<file path="config.mk">
export PLATFORM = sky130hd
export DESIGN_NAME = axis_traffic_gen_flat
export DESIGN_NICKNAME = d
export VERILOG_FILES = /design/src/rtl/axis_traffic_gen_if.sv /design/src/rtl/axis_traffic_gen.sv /design/src/flat_wrapper.sv
export SDC_FILE = /design/constraint.sdc
export NUM_CORES = 1
export LEC_CHECK = 0
export ABC_AREA = 0
export BUFFER_PORTS_ARGS = -buffer_cell sky130_fd_sc_hd__clkbuf_2
export CAP_MARGIN = 0
export CORE_ASPECT_RATIO = 0.7
export CORE_MARGIN = 2
export CORE_UTILIZATION = 40
export DETAILED_ROUTE_END_ITERATION = 10
export GPL_TIMING_DRIVEN = 0
export HOLD_SLACK_MARGIN = 0.08
export MAX_ROUTING_LAYER = met4
export PLACE_DENSITY = 0.66
export SLEW_MARGIN = 20
export SYNTH_ARGS = -nofsm -noshare
export SYNTH_HDL_FRONTEND = slang
export SYNTH_SLANG_ARGS = --single-unit
export TNS_END_PERCENT = 1
</file>
<file path="constraint.sdc">
create_clock -name m_axis_clk -period 2.7 [get_ports m_axis_clk]
set_input_delay 0.405 -clock m_axis_clk [delete_from_list [all_inputs] [get_ports m_axis_clk]]
set_output_delay 0.405 -clock m_axis_clk [all_outputs]
set_load 0.03 [all_outputs]
</file>
<file path="src/rtl/axis_traffic_gen_if.sv">
// axis_traffic_gen_if: AXI-Stream bundle between a traffic source and its sink.
//   tvalid  master -> slave  beat valid
//   tready  slave -> master  sink accepts beat
//   tdata   master -> slave  DATA_WIDTH payload
//   tlast   master -> slave  final beat of a burst (only with AXIS_GEN_TLAST_EN)
interface axis_traffic_gen_if #(
  parameter int DATA_WIDTH = 32
);
  logic                  tvalid;
  logic                  tready;
  logic [DATA_WIDTH-1:0] tdata;
`ifdef AXIS_GEN_TLAST_EN
  logic                  tlast;
  modport master (output tvalid, output tdata, output tlast, input tready);
  modport slave  (input tvalid, input tdata, input tlast, output tready);
`else
  modport master (output tvalid, output tdata, input tready);
  modport slave  (input tvalid, input tdata, output tready);
`endif
endinterface

</file>
<file path="src/rtl/axis_traffic_gen.sv">
// axis_traffic_gen: AXI-Stream master sourcing a burst of incrementing or LFSR beats.
//   m_axis_clk    clock, rising edge
//   m_axis_rst_n  asynchronous active-low reset
//   start_i       burst request, sampled only when idle
//   num_beats_i   beats in burst, captured with start_i
//   mode_i        0 = incrementing, 1 = 32-bit Galois LFSR; captured with start_i
//   seed_i        first generator value, captured with start_i
//   busy_o        burst in progress (SEND or DONE)
//   done_o        one-cycle pulse at burst end
//   beat_cnt_o    handshakes completed in current/last burst
//   m_axis        AXIS master port (tvalid/tready/tdata[/tlast])
// Optional: define AXIS_GEN_TLAST_EN to drive m_axis.tlast on the final beat.
module axis_traffic_gen #(
  parameter int DATA_WIDTH  = 32,
  parameter int COUNT_WIDTH = 16
) (
  input  logic                   m_axis_clk,
  input  logic                   m_axis_rst_n,
  input  logic                   start_i,
  input  logic [COUNT_WIDTH-1:0] num_beats_i,
  input  logic                   mode_i,
  input  logic [31:0]            seed_i,
  output logic                   busy_o,
  output logic                   done_o,
  output logic [COUNT_WIDTH-1:0] beat_cnt_o,
  axis_traffic_gen_if.master     m_axis
);
  typedef enum logic [1:0] {IDLE, SEND, DONE} state_e;
  state_e                 state_q, state_d;
  logic [COUNT_WIDTH-1:0] remaining_q, remaining_d;
  logic [COUNT_WIDTH-1:0] beat_cnt_q, beat_cnt_d;
  logic [31:0]            gen_q, gen_d;
  logic                   mode_q, mode_d;
  logic                   hs;
  logic [31:0]            gen_next;
  // Incrementing mode wraps at 2^DATA_WIDTH for free, since only the low bits reach tdata.
  assign hs       = (state_q == SEND) && m_axis.tready;
  assign gen_next = mode_q ? ({1'b0, gen_q[31:1]} ^ (gen_q[0] ? 32'h8020_0003 : 32'h0)) : gen_q + 32'd1;
  always_comb begin
    state_d     = state_q;
    remaining_d = remaining_q;
    beat_cnt_d  = beat_cnt_q;
    gen_d       = gen_q;
    mode_d      = mode_q;
    case (state_q)
      IDLE: if (start_i) begin
        beat_cnt_d = '0;
        if (num_beats_i != '0) begin
          state_d     = SEND;
          remaining_d = num_beats_i;
          mode_d      = mode_i;
          gen_d       = (mode_i && seed_i == 32'h0) ? 32'h1 : seed_i;
        end else begin
          state_d = DONE;
        end
      end
      SEND: if (hs) begin
        beat_cnt_d  = beat_cnt_q + 1'b1;
        remaining_d = remaining_q - 1'b1;
        gen_d       = gen_next;
        state_d     = (remaining_q == 1) ? DONE : SEND;
      end
      default: state_d = IDLE;
    endcase
  end
  always_ff @(posedge m_axis_clk or negedge m_axis_rst_n) begin
    if (!m_axis_rst_n) begin
      state_q     <= IDLE;
      remaining_q <= '0;
      beat_cnt_q  <= '0;
      gen_q       <= '0;
      mode_q      <= 1'b0;
    end else begin
      state_q     <= state_d;
      remaining_q <= remaining_d;
      beat_cnt_q  <= beat_cnt_d;
      gen_q       <= gen_d;
      mode_q      <= mode_d;
    end
  end
  // All outputs decode registered state, so tvalid never depends on tready.
  assign m_axis.tvalid = state_q == SEND;
  assign m_axis.tdata  = gen_q[DATA_WIDTH-1:0];
`ifdef AXIS_GEN_TLAST_EN
  assign m_axis.tlast  = (state_q == SEND) && (remaining_q == 1);
`endif
  assign busy_o     = state_q != IDLE;
  assign done_o     = state_q == DONE;
  assign beat_cnt_o = beat_cnt_q;
endmodule

</file>
<file path="src/flat_wrapper.sv">
// flat-port wrapper written by rule: the top's interface ports become plain ports
module axis_traffic_gen_flat 
#(
  parameter int DATA_WIDTH  = 32,
  parameter int COUNT_WIDTH = 16
)
  (m_axis_clk, m_axis_rst_n, start_i, num_beats_i, mode_i, seed_i, busy_o, done_o, beat_cnt_o, m_axis_tvalid, m_axis_tdata, m_axis_tready);
  axis_traffic_gen_if #(.DATA_WIDTH(DATA_WIDTH)) m_axis_i ();
  input  logic m_axis_clk;
  input  logic m_axis_rst_n;
  input  logic start_i;
  input  logic [COUNT_WIDTH-1:0] num_beats_i;
  input  logic mode_i;
  input  logic [31:0] seed_i;
  output logic busy_o;
  output logic done_o;
  output logic [COUNT_WIDTH-1:0] beat_cnt_o;
  output wire logic [$bits(m_axis_i.tvalid)-1:0] m_axis_tvalid;
  output wire logic [$bits(m_axis_i.tdata)-1:0] m_axis_tdata;
  input wire logic [$bits(m_axis_i.tready)-1:0] m_axis_tready;
  assign m_axis_tvalid = m_axis_i.tvalid;
  assign m_axis_tdata = m_axis_i.tdata;
  assign m_axis_i.tready = m_axis_tready;
  axis_traffic_gen #(.DATA_WIDTH(DATA_WIDTH), .COUNT_WIDTH(COUNT_WIDTH)) u_core (.m_axis_clk(m_axis_clk), .m_axis_rst_n(m_axis_rst_n), .start_i(start_i), .num_beats_i(num_beats_i), .mode_i(mode_i), .seed_i(seed_i), .busy_o(busy_o), .done_o(done_o), .beat_cnt_o(beat_cnt_o), .m_axis(m_axis_i));
endmodule
</file>
# [After elaboration in Yosys (flattened, before gate mapping)]
# Index checks and enable logic that the tools add are counted.
[classes] addsub=3 n_eq_ne=6 mux=19 bitwise_logic=1 n_reduce_logical=11
[ops] op="$mux 32" count=6
[ops] op="$mux 16" count=5
[ops] op="$pmux 16 s2" count=2
[ops] op="$pmux 32 s2" count=1
[ops] op="$add 32x1->32 const B" count=1
[ops] op="$logic_not 32->1" count=1
[ops] op="$xor 31x32->32" count=1
[ops] op="$add 16x1->16 const B" count=1
[ops] op="$eq 16x1->1 const B" count=1
[ops] op="$reduce_bool 16->1" count=1
[ops] op="$sub 16x1->16 const B" count=1
[ops] op="$mux 2" count=4
[ops] op="$reduce_and 3->1" count=2
[ops] op="$ne 2x1->1 const B" count=2
[ops] op="$pmux 2 s2" count=1
[ops] op="$reduce_and 4->1" count=1
[ops] op="$reduce_bool 2->1" count=2
[ops] op="$eq 2x1->1 const B" count=1
[ops] op="$eq 2x2->1 const B" count=1
[ops] op="$logic_and 1x1->1" count=2
[ops] op="$logic_not 2->1" count=1
[ops] op="$ne 2x2->1 const B" count=1
[ops] op="$reduce_and 2->1" count=1
[totals] regBits=67 inputBits=53 out_inout_bits=51 wordCells=45

# [Logic depth before layout (Yosys ltp)]
# Gate-level depths: netlist of the first run.
[logic_depth] word_depth=6 ltp_mapped=8 ltp_nobuf=7

# [Worst setup path after synthesis of the first run]
# No wires, ideal clock.
[synth_timing] kind="register to register" start="reg u_core.gen_q[1], in the netlist u_core.m_axis.tdata[1]" end="reg u_core.gen_q[24], in the netlist u_core.m_axis.tdata[24]" setup_ns=0.095 arrival_time_ns=2.149 slack_ns=0.455 stages_incl_launch_ff=7 path_cell_list="dfrtp_1 ha_1 nand3_1 or3_4 nor4b_1 mux2_2 o31ai_1"
[synth_via] elab_chain_len=4
[synth_lines] item="from (decl)" line="axis_traffic_gen.sv:32" rtl="logic [31:0] gen_q, gen_d;"
[synth_lines] item="from (signal assigned)" line="axis_traffic_gen.sv:77" rtl="gen_q <= gen_d;"
[synth_lines] item="$add 32x1->32" line="axis_traffic_gen.sv:38" rtl="assign gen_next = mode_q ? ({1'b0, gen_q[31:1]} ^ (gen_q[0] ? 32'h8020_0003 : 32'h0)) : gen_q + 32'd1;"
[synth_lines] item="$mux 32" line="axis_traffic_gen.sv:38"
[synth_lines] item="$mux 32" line="axis_traffic_gen.sv:57" rtl="SEND: if (hs) begin"
[synth_lines] item="$pmux 32 s2" line="axis_traffic_gen.sv:45" rtl="case (state_q)"
# Every way passes these cells. The select of a mux whose other input is x is not followed.
# A chain may end at the register's enable or synchronous reset.

# [Worst setup path in the final report of the first run]
[layout_timing] start="reg u_core.state_q[1]" end="out m_axis_tvalid"
[layout_via] elab_chain_len=1
[layout_lines] item="from (decl)" line="axis_traffic_gen.sv:29" rtl="state_e state_q, state_d;"
[layout_lines] item="from (signal assigned)" line="axis_traffic_gen.sv:74" rtl="state_q <= state_d;"
[layout_lines] item="$eq 2x1->1" line="axis_traffic_gen.sv:82" rtl="assign m_axis.tvalid = state_q == SEND;"
[layout_lines] item="to (decl)" line="flat_wrapper.sv:18" rtl="output wire logic [$bits(m_axis_i.tvalid)-1:0] m_axis_tvalid;"
# Every way passes these cells.

==> results.cfg, run 1 <==
[status]
outcome = finished, final reports clean

[clock_tree]
clockRootBuffer = clkbuf_16
clockBufferDepth = 2
cts_htree_levels = 3
cts_sinks = 67
clk_pin_slew_worst_paths_ns = 0.06
post_cts_resized = 0
cts_buffers = 9
cts_tree = yes
clk_latency_ns = 0.34

[logic_synthesis]
syn_nets = 610
synthArstFlopShare = 1.00
yosysMostFrequentCell = dfrtp_1
avgSynthCellArea_um2 = 8.12
synth_cells = 553
synth_area_mm2 = 0.00449
synthTopCellsByCount = 67 x dfrtp_1, 59 x nand2_1, 49 x nor2_1, 43 x o21ai_0, 34 x a21oi_1
synth-seq-cells = 67
yosysSeqAreaShare = 0.374
yosysTopAreaCell = dfrtp_1
yosys_warnings = 0
synth.distinct_cells = 61
synth_area_leaders = dfrtp_1 37%, nand2_1 4.9%, o21ai_0 4.8%
yosysTopAreaCellShare = 0.374
synthFlopType = dfrtp_1
synth_edf_count = 0

[sta]
tightest_slew_ns = 1.06
finClkSkew_ns = 0.00626
rsz0062_at_grt = false
relSlewSlack = 0.289
period_needed_ns = 2.49
tns_ns = 0
setup_viol = 0
maxSlewViolCount = 0
hold_viol = 0
finalCritPeriodShare = 0.921
fmax_mhz = 402

[drt]
avgViaCountPerCell = 6.05
drc = 0
drt-initial-drc-count = 592
drtAntennaViolNets = 0
post_drt_wl_per_cell_um = 19.7
dr_total_vias = 5004
routed_wirelength_mm = 16.3
firstDrtPassIters = 6

[grt]
use_met1 = 0.428
grt_overflow = 0
gr-max-usage-layer = met1
grt_first_pass_wirelength_mm = 25.6
grt_max_degree = 38
antenna_found_initial = 0
met2_usage = 0.382
grt_use_met3 = 0.0711
grt_pass1_vias = 4748
groute.usage.overall = 0.285

[worst_setup_path]
crit_path_top_delay_cell = clkbuf_1
end_kind = output pin
required_ns = 2.30
path_class = reg -> out
worstPathArrival_ns = 2.08
critPathMaxStageDelay_ns = 0.48
cp-start-kind = flip-flop
crit_fanout = 10
crit_top_cell = clkbuf_1
path_cells = nand2b_1, clkbuf_1, clkinv_1, clkbuf_1, clkbuf_2

[floorplan]
die_h_um = 92.6
die_area_mm2 = 0.0121
rows = 32
start_util = 0.409
die_w_um = 131
ios = 104
core-area_mm2 = 0.0110

[cells_and_area]
drive_above_1_share = 0.211
n_antenna_cell = 0
nFillCells = 1143
register_area_mm2 = 0.00168
layout.cells.non_filler = 827
fin_nets = 726
multi_input_area_mm2 = 0.00260
syn2layout_area_growth_pct = 23.3

[placement]
io_buffers = 103
post-dp-hpwl_mm = 12.0
place_congestion = 0.934
dp.cells = 810

[power_and_ir_drop]
powerDensity_mw_per_mm2 = 1060
ir_drop_mv = 0.609
p_leak_nw = 2.33

[hold_path]
hold_class = in -> reg

[job]
cap_violations = 0
## path summary, 6_finish.rpt
kind                                             from                      end  slack (ns)  cells after the start
worst max-delay path                u_core.state_q[1]            m_axis_tvalid        0.21                      5
worst min-delay path                       seed_i[11]  u_core.m_axis.tdata[11]        0.31                      3
worst max register to register      u_core.state_q[1]  u_core.m_axis.tdata[25]        0.30                      6
worst min register to register  u_core.remaining_q[8]    u_core.remaining_q[8]        0.55                      1
max in group asynchronous                m_axis_rst_n   u_core.m_axis.tdata[1]        1.52                      3
min in group asynchronous                m_axis_rst_n     u_core.beat_cnt_o[4]        0.60                      2
## layout by cell type, fill, tap and decap left out, types with 8 or more instances in the layout
master,instances
nand3_1,31
clkbuf_16,9
clkbuf_1,27
a21oi_1,34
inv_1,9
nand4_1,15
o21a_1,8
nor4_1,22
a211oi_1,8
o211ai_1,14
nor3_1,11
o22ai_1,10
o21ai_0,43
xor2_1,18
or3_1,9
clkbuf_2,102
nor2_1,49
a31oi_1,12
xnor2_1,12
nand2_1,59
dfrtp_1,67
buf_2,10
## layer usage
layer / wire length (um) / vias to the layer above
li1: - / 2289
met1: 7340 / 2369
met2: 6630 / 321
met3: 2030 / 25
met4: 259 / 0
met5: 0 / -
## state kept, by name, summed over array words and instances, names as in the netlist
register	count
u_core.state_q	2
u_core.beat_cnt_o	16
u_core.m_axis.tdata	32
u_core.remaining_q	16
u_core.mode_q	1
## layout make-up
type                            count  share of cell area
Clock buffer                       10              0.0432
Tap cell                          153              0.0346
Sequential cell                    67               0.303
Timing Repair Buffer              105              0.0991
Buffer                             41              0.0308
Inverter                           10             0.00679
Clock inverter                      6              0.0118
Multi-Input combinational cell    435               0.471
## timing repair
| item | in CTS | in global routing |
|---|---|---|
| hold endpoints to repair | 30 | 0 |
| setup buffers | 0 | 0 |
| hold buffers | 1 | 0 |
## where the power goes
| group | internal [mW] | total (mW) | leakage (nW) | switching, mW |
|---|---|---|---|---|
| registers | 1.38 | 1.92 | 0.812 | 0.546 |
| clock network | 0.740 | 1.22 | 0.148 | 0.480 |
| logic | 0.928 | 2.70 | 1.37 | 1.77 |
| total | 3.05 | 5.85 | 2.33 | 2.80 |
## worst max-delay path: cells and delay by family (launching register included)
kind,cells,cell delay (ns)
buffers and inverters,4,1.12
DFF,1,0.45
and+or+nand+nor,1,0.18
## metrics by stage
stage / area, um2 / hold slack [ns] / power (mW) / setup WS, ns / utilization
floorplan: 4490 / 0.109 / 3.69 / 0.455 / -
global placement: 5190 / 0.496 / 4.52 / 0.0234 / 0.474
detailed placement: 5220 / 0.424 / 4.57 / 0.0568 / 0.476
global route: 5530 / 0.327 / 6.22 / 0.0714 / 0.504
CTS: 5530 / 0.307 / 5.80 / 0.174 / 0.504
finish: 5530 / 0.307 / 5.85 / 0.212 / 0.504
## kinds of logic (layout without fill, tap and decap cells)
kind of cell,count (synthesis),count (layout),synth area share
XOR/XNOR,30,30,0.0585
AND/OR/NAND/NOR,231,231,0.262
AO/OA/AOI/OAI,161,161,0.228
multiplexers,9,9,0.0206
flip-flops,67,67,0.374
adder cells (fa/ha/maj),4,4,0.0112
buffers and inverters,51,172,0.0463
Note: power is estimated with default switching activity, not from simulation.
==> run 2, diff against run 1 <==
==> constraint.sdc (replaced) <==
create_clock -name m_axis_clk -period 2.7 [get_ports m_axis_clk]
set_input_delay 0 -clock m_axis_clk [delete_from_list [all_inputs] [get_ports m_axis_clk]]
set_output_delay 0 -clock m_axis_clk [all_outputs]
set_load 0.03 [all_outputs]
==> results.cfg, run 2 (synthesis gave the netlist of run 1 again) <==
[sta]
setup_viol = 0
hold_viol = 0
rsz0062_at_grt = false
finalCritPeriodShare = 0.929
finClkSkew_ns = 0.00717
maxSlewViolCount = 0
tightest_slew_ns = 1.06
period_needed_ns = 2.51
relSlewSlack = 0.290
tns_ns = 0
fmax_mhz = 399
fin_ws_ns = 0.192

[hold_path]
hold_path_startpoint = seed_i[17]
hold_class = in -> reg
hold_end = u_core.m_axis.tdata[17]
hold_path_depth = 5

[clock_tree]
clk_latency_ns = 0.34
clockBufferDepth = 2
cts_buffers = 9
cts_sinks = 67
cts_htree_levels = 3
post_cts_resized = 0
clockRootBuffer = clkbuf_16
cts_setup_buffers = 0
cts_tree = yes
clk_pin_slew_worst_paths_ns = 0.06
ctsHoldBuffers = 46

[cells_and_area]
largest_register_ffs = 32
final_common_cell = clkbuf_2
layout.cells.non_filler = 872
syn2layout_area_growth_pct = 33.3
nFillCells = 1100
mostFrequentLayoutCells = 102 x clkbuf_2, 67 x dfrtp_1, 59 x nand2_1, 49 x nor2_1, 46 x dlygate4sd3_1
fin_nets = 771
n_antenna_cell = 0
drive_above_1_share = 0.197

[drt]
drc = 0
dr_total_vias = 5130
drt-initial-drc-count = 589
firstDrtPassIters = 5
routed_wirelength_mm = 16.7
avgViaCountPerCell = 5.88
drtAntennaViolNets = 0
post_drt_wl_per_cell_um = 19.2

[floorplan]
start_util = 0.409
die_w_um = 131
core-area_mm2 = 0.0110
ios = 104
die_area_mm2 = 0.0121
die_h_um = 92.6
rows = 32

[grt]
groute.usage.overall = 0.293
grt_overflow = 0
grt_pass1_vias = 4988
grt_first_pass_wirelength_mm = 26.4
antenna_found_initial = 0
grt_max_degree = 38

[worst_setup_path]
path_cells = dlygate4sd3_1, clkbuf_2, nor4_1, nand4_1, o21ai_1, buf_2, a21oi_1, a2bb2oi_1
path_delay_family = buffers and inverters
crit_buf_inv = 3
crit_path_top_delay_cell = o21ai_1
r2r_cells = 6
end_kind = flip-flop
r2r_end = u_core.m_axis.tdata[25]
worstPathArrival_ns = 2.70
cp-start-kind = input port
reg2reg_slack_ns = 0.30
crit_fanout = 10
path_class = in -> reg
critPathMaxStageDelay_ns = 0.55
required_ns = 2.89
reg2reg_from = u_core.state_q[1]

[placement]
place_congestion = 0.934
post-dp-hpwl_mm = 12.0
io_buffers = 103
dp.cells = 810
place_ws_ns = 0.387

[status]
outcome = finished, final reports clean

[job]
cap_violations = 0

[power_and_ir_drop]
p_leak_nw = 2.52
ir_drop_mv = 0.729
powerDensity_mw_per_mm2 = 987
power_mw = 5.90
## run 2: layer usage
layer / vias up / GRT usage / routed length (um)
li1: 2376 / - / -
met3: 23 / 0.0693 / 1820
met5: - / - / 0
met2: 293 / 0.409 / 6980
met4: 0 / 0.0665 / 242
met1: 2438 / 0.430 / 7670
## run 2: worst max-delay path by stage
| stage | startpoint | endpoint | slack (ns) | cells after the start |
|---|---|---|---|---|
| floorplan | u_core.m_axis.tdata[1] | u_core.m_axis.tdata[24] | 0.46 | 6 |
| global placement | u_core.state_q[0] | u_core.m_axis.tdata[19] | 0.36 | 6 |
| detailed placement | u_core.state_q[0] | u_core.m_axis.tdata[19] | 0.39 | 6 |
| CTS | num_beats_i[2] | u_core.m_axis.tdata[19] | 0.26 | 8 |
| global route | num_beats_i[2] | u_core.m_axis.tdata[19] | 0.09 | 8 |
| finish | num_beats_i[2] | u_core.remaining_q[14] | 0.19 | 8 |
## run 2: where the power goes
part / internal (mW) / leakage [nW] / switching [mW] / total, mW
Sequential: 1.38 / 0.812 / 0.549 / 1.93
Clock: 0.740 / 0.148 / 0.481 / 1.22
Combinational: 0.970 / 1.56 / 1.79 / 2.76
Total: 3.09 / 2.52 / 2.82 / 5.90
## run 2: cell type report
type / instances / area (um2) / share of cell area
multi-input combinational: 435 / 2600 / 0.435
timing repair buffer: 150 / 998 / 0.167
sequential: 67 / 1680 / 0.280
tap: 153 / 191 / 0.0320
clock buffer: 10 / 239 / 0.0399
inverter: 10 / 37.5 / 0.00627
buffer: 41 / 170 / 0.0284
clock inverter: 6 / 65.1 / 0.0109
## run 2: worst reg2reg max path, stage by stage (launching register included)
cell and delay, ns:
dfrtp_1 0.45, nand2b_1 0.14, clkbuf_1 0.18, clkbuf_1 0.45
clkbuf_1 0.67, a32oi_1 0.26, o211ai_1 0.17
## run 2: per-stage QoR
stage / hold slack [ns] / instance area, um2 / util
2_1_floorplan: -0.296 / 4490 / -
3_3_place_gp: 0.256 / 5190 / 0.474
3_5_place_dp: 0.0187 / 5220 / 0.476
4_1_cts: 0.0930 / 5980 / 0.545
5_1_grt: 0.112 / 5980 / 0.545
6_report: 0.0922 / 5980 / 0.545
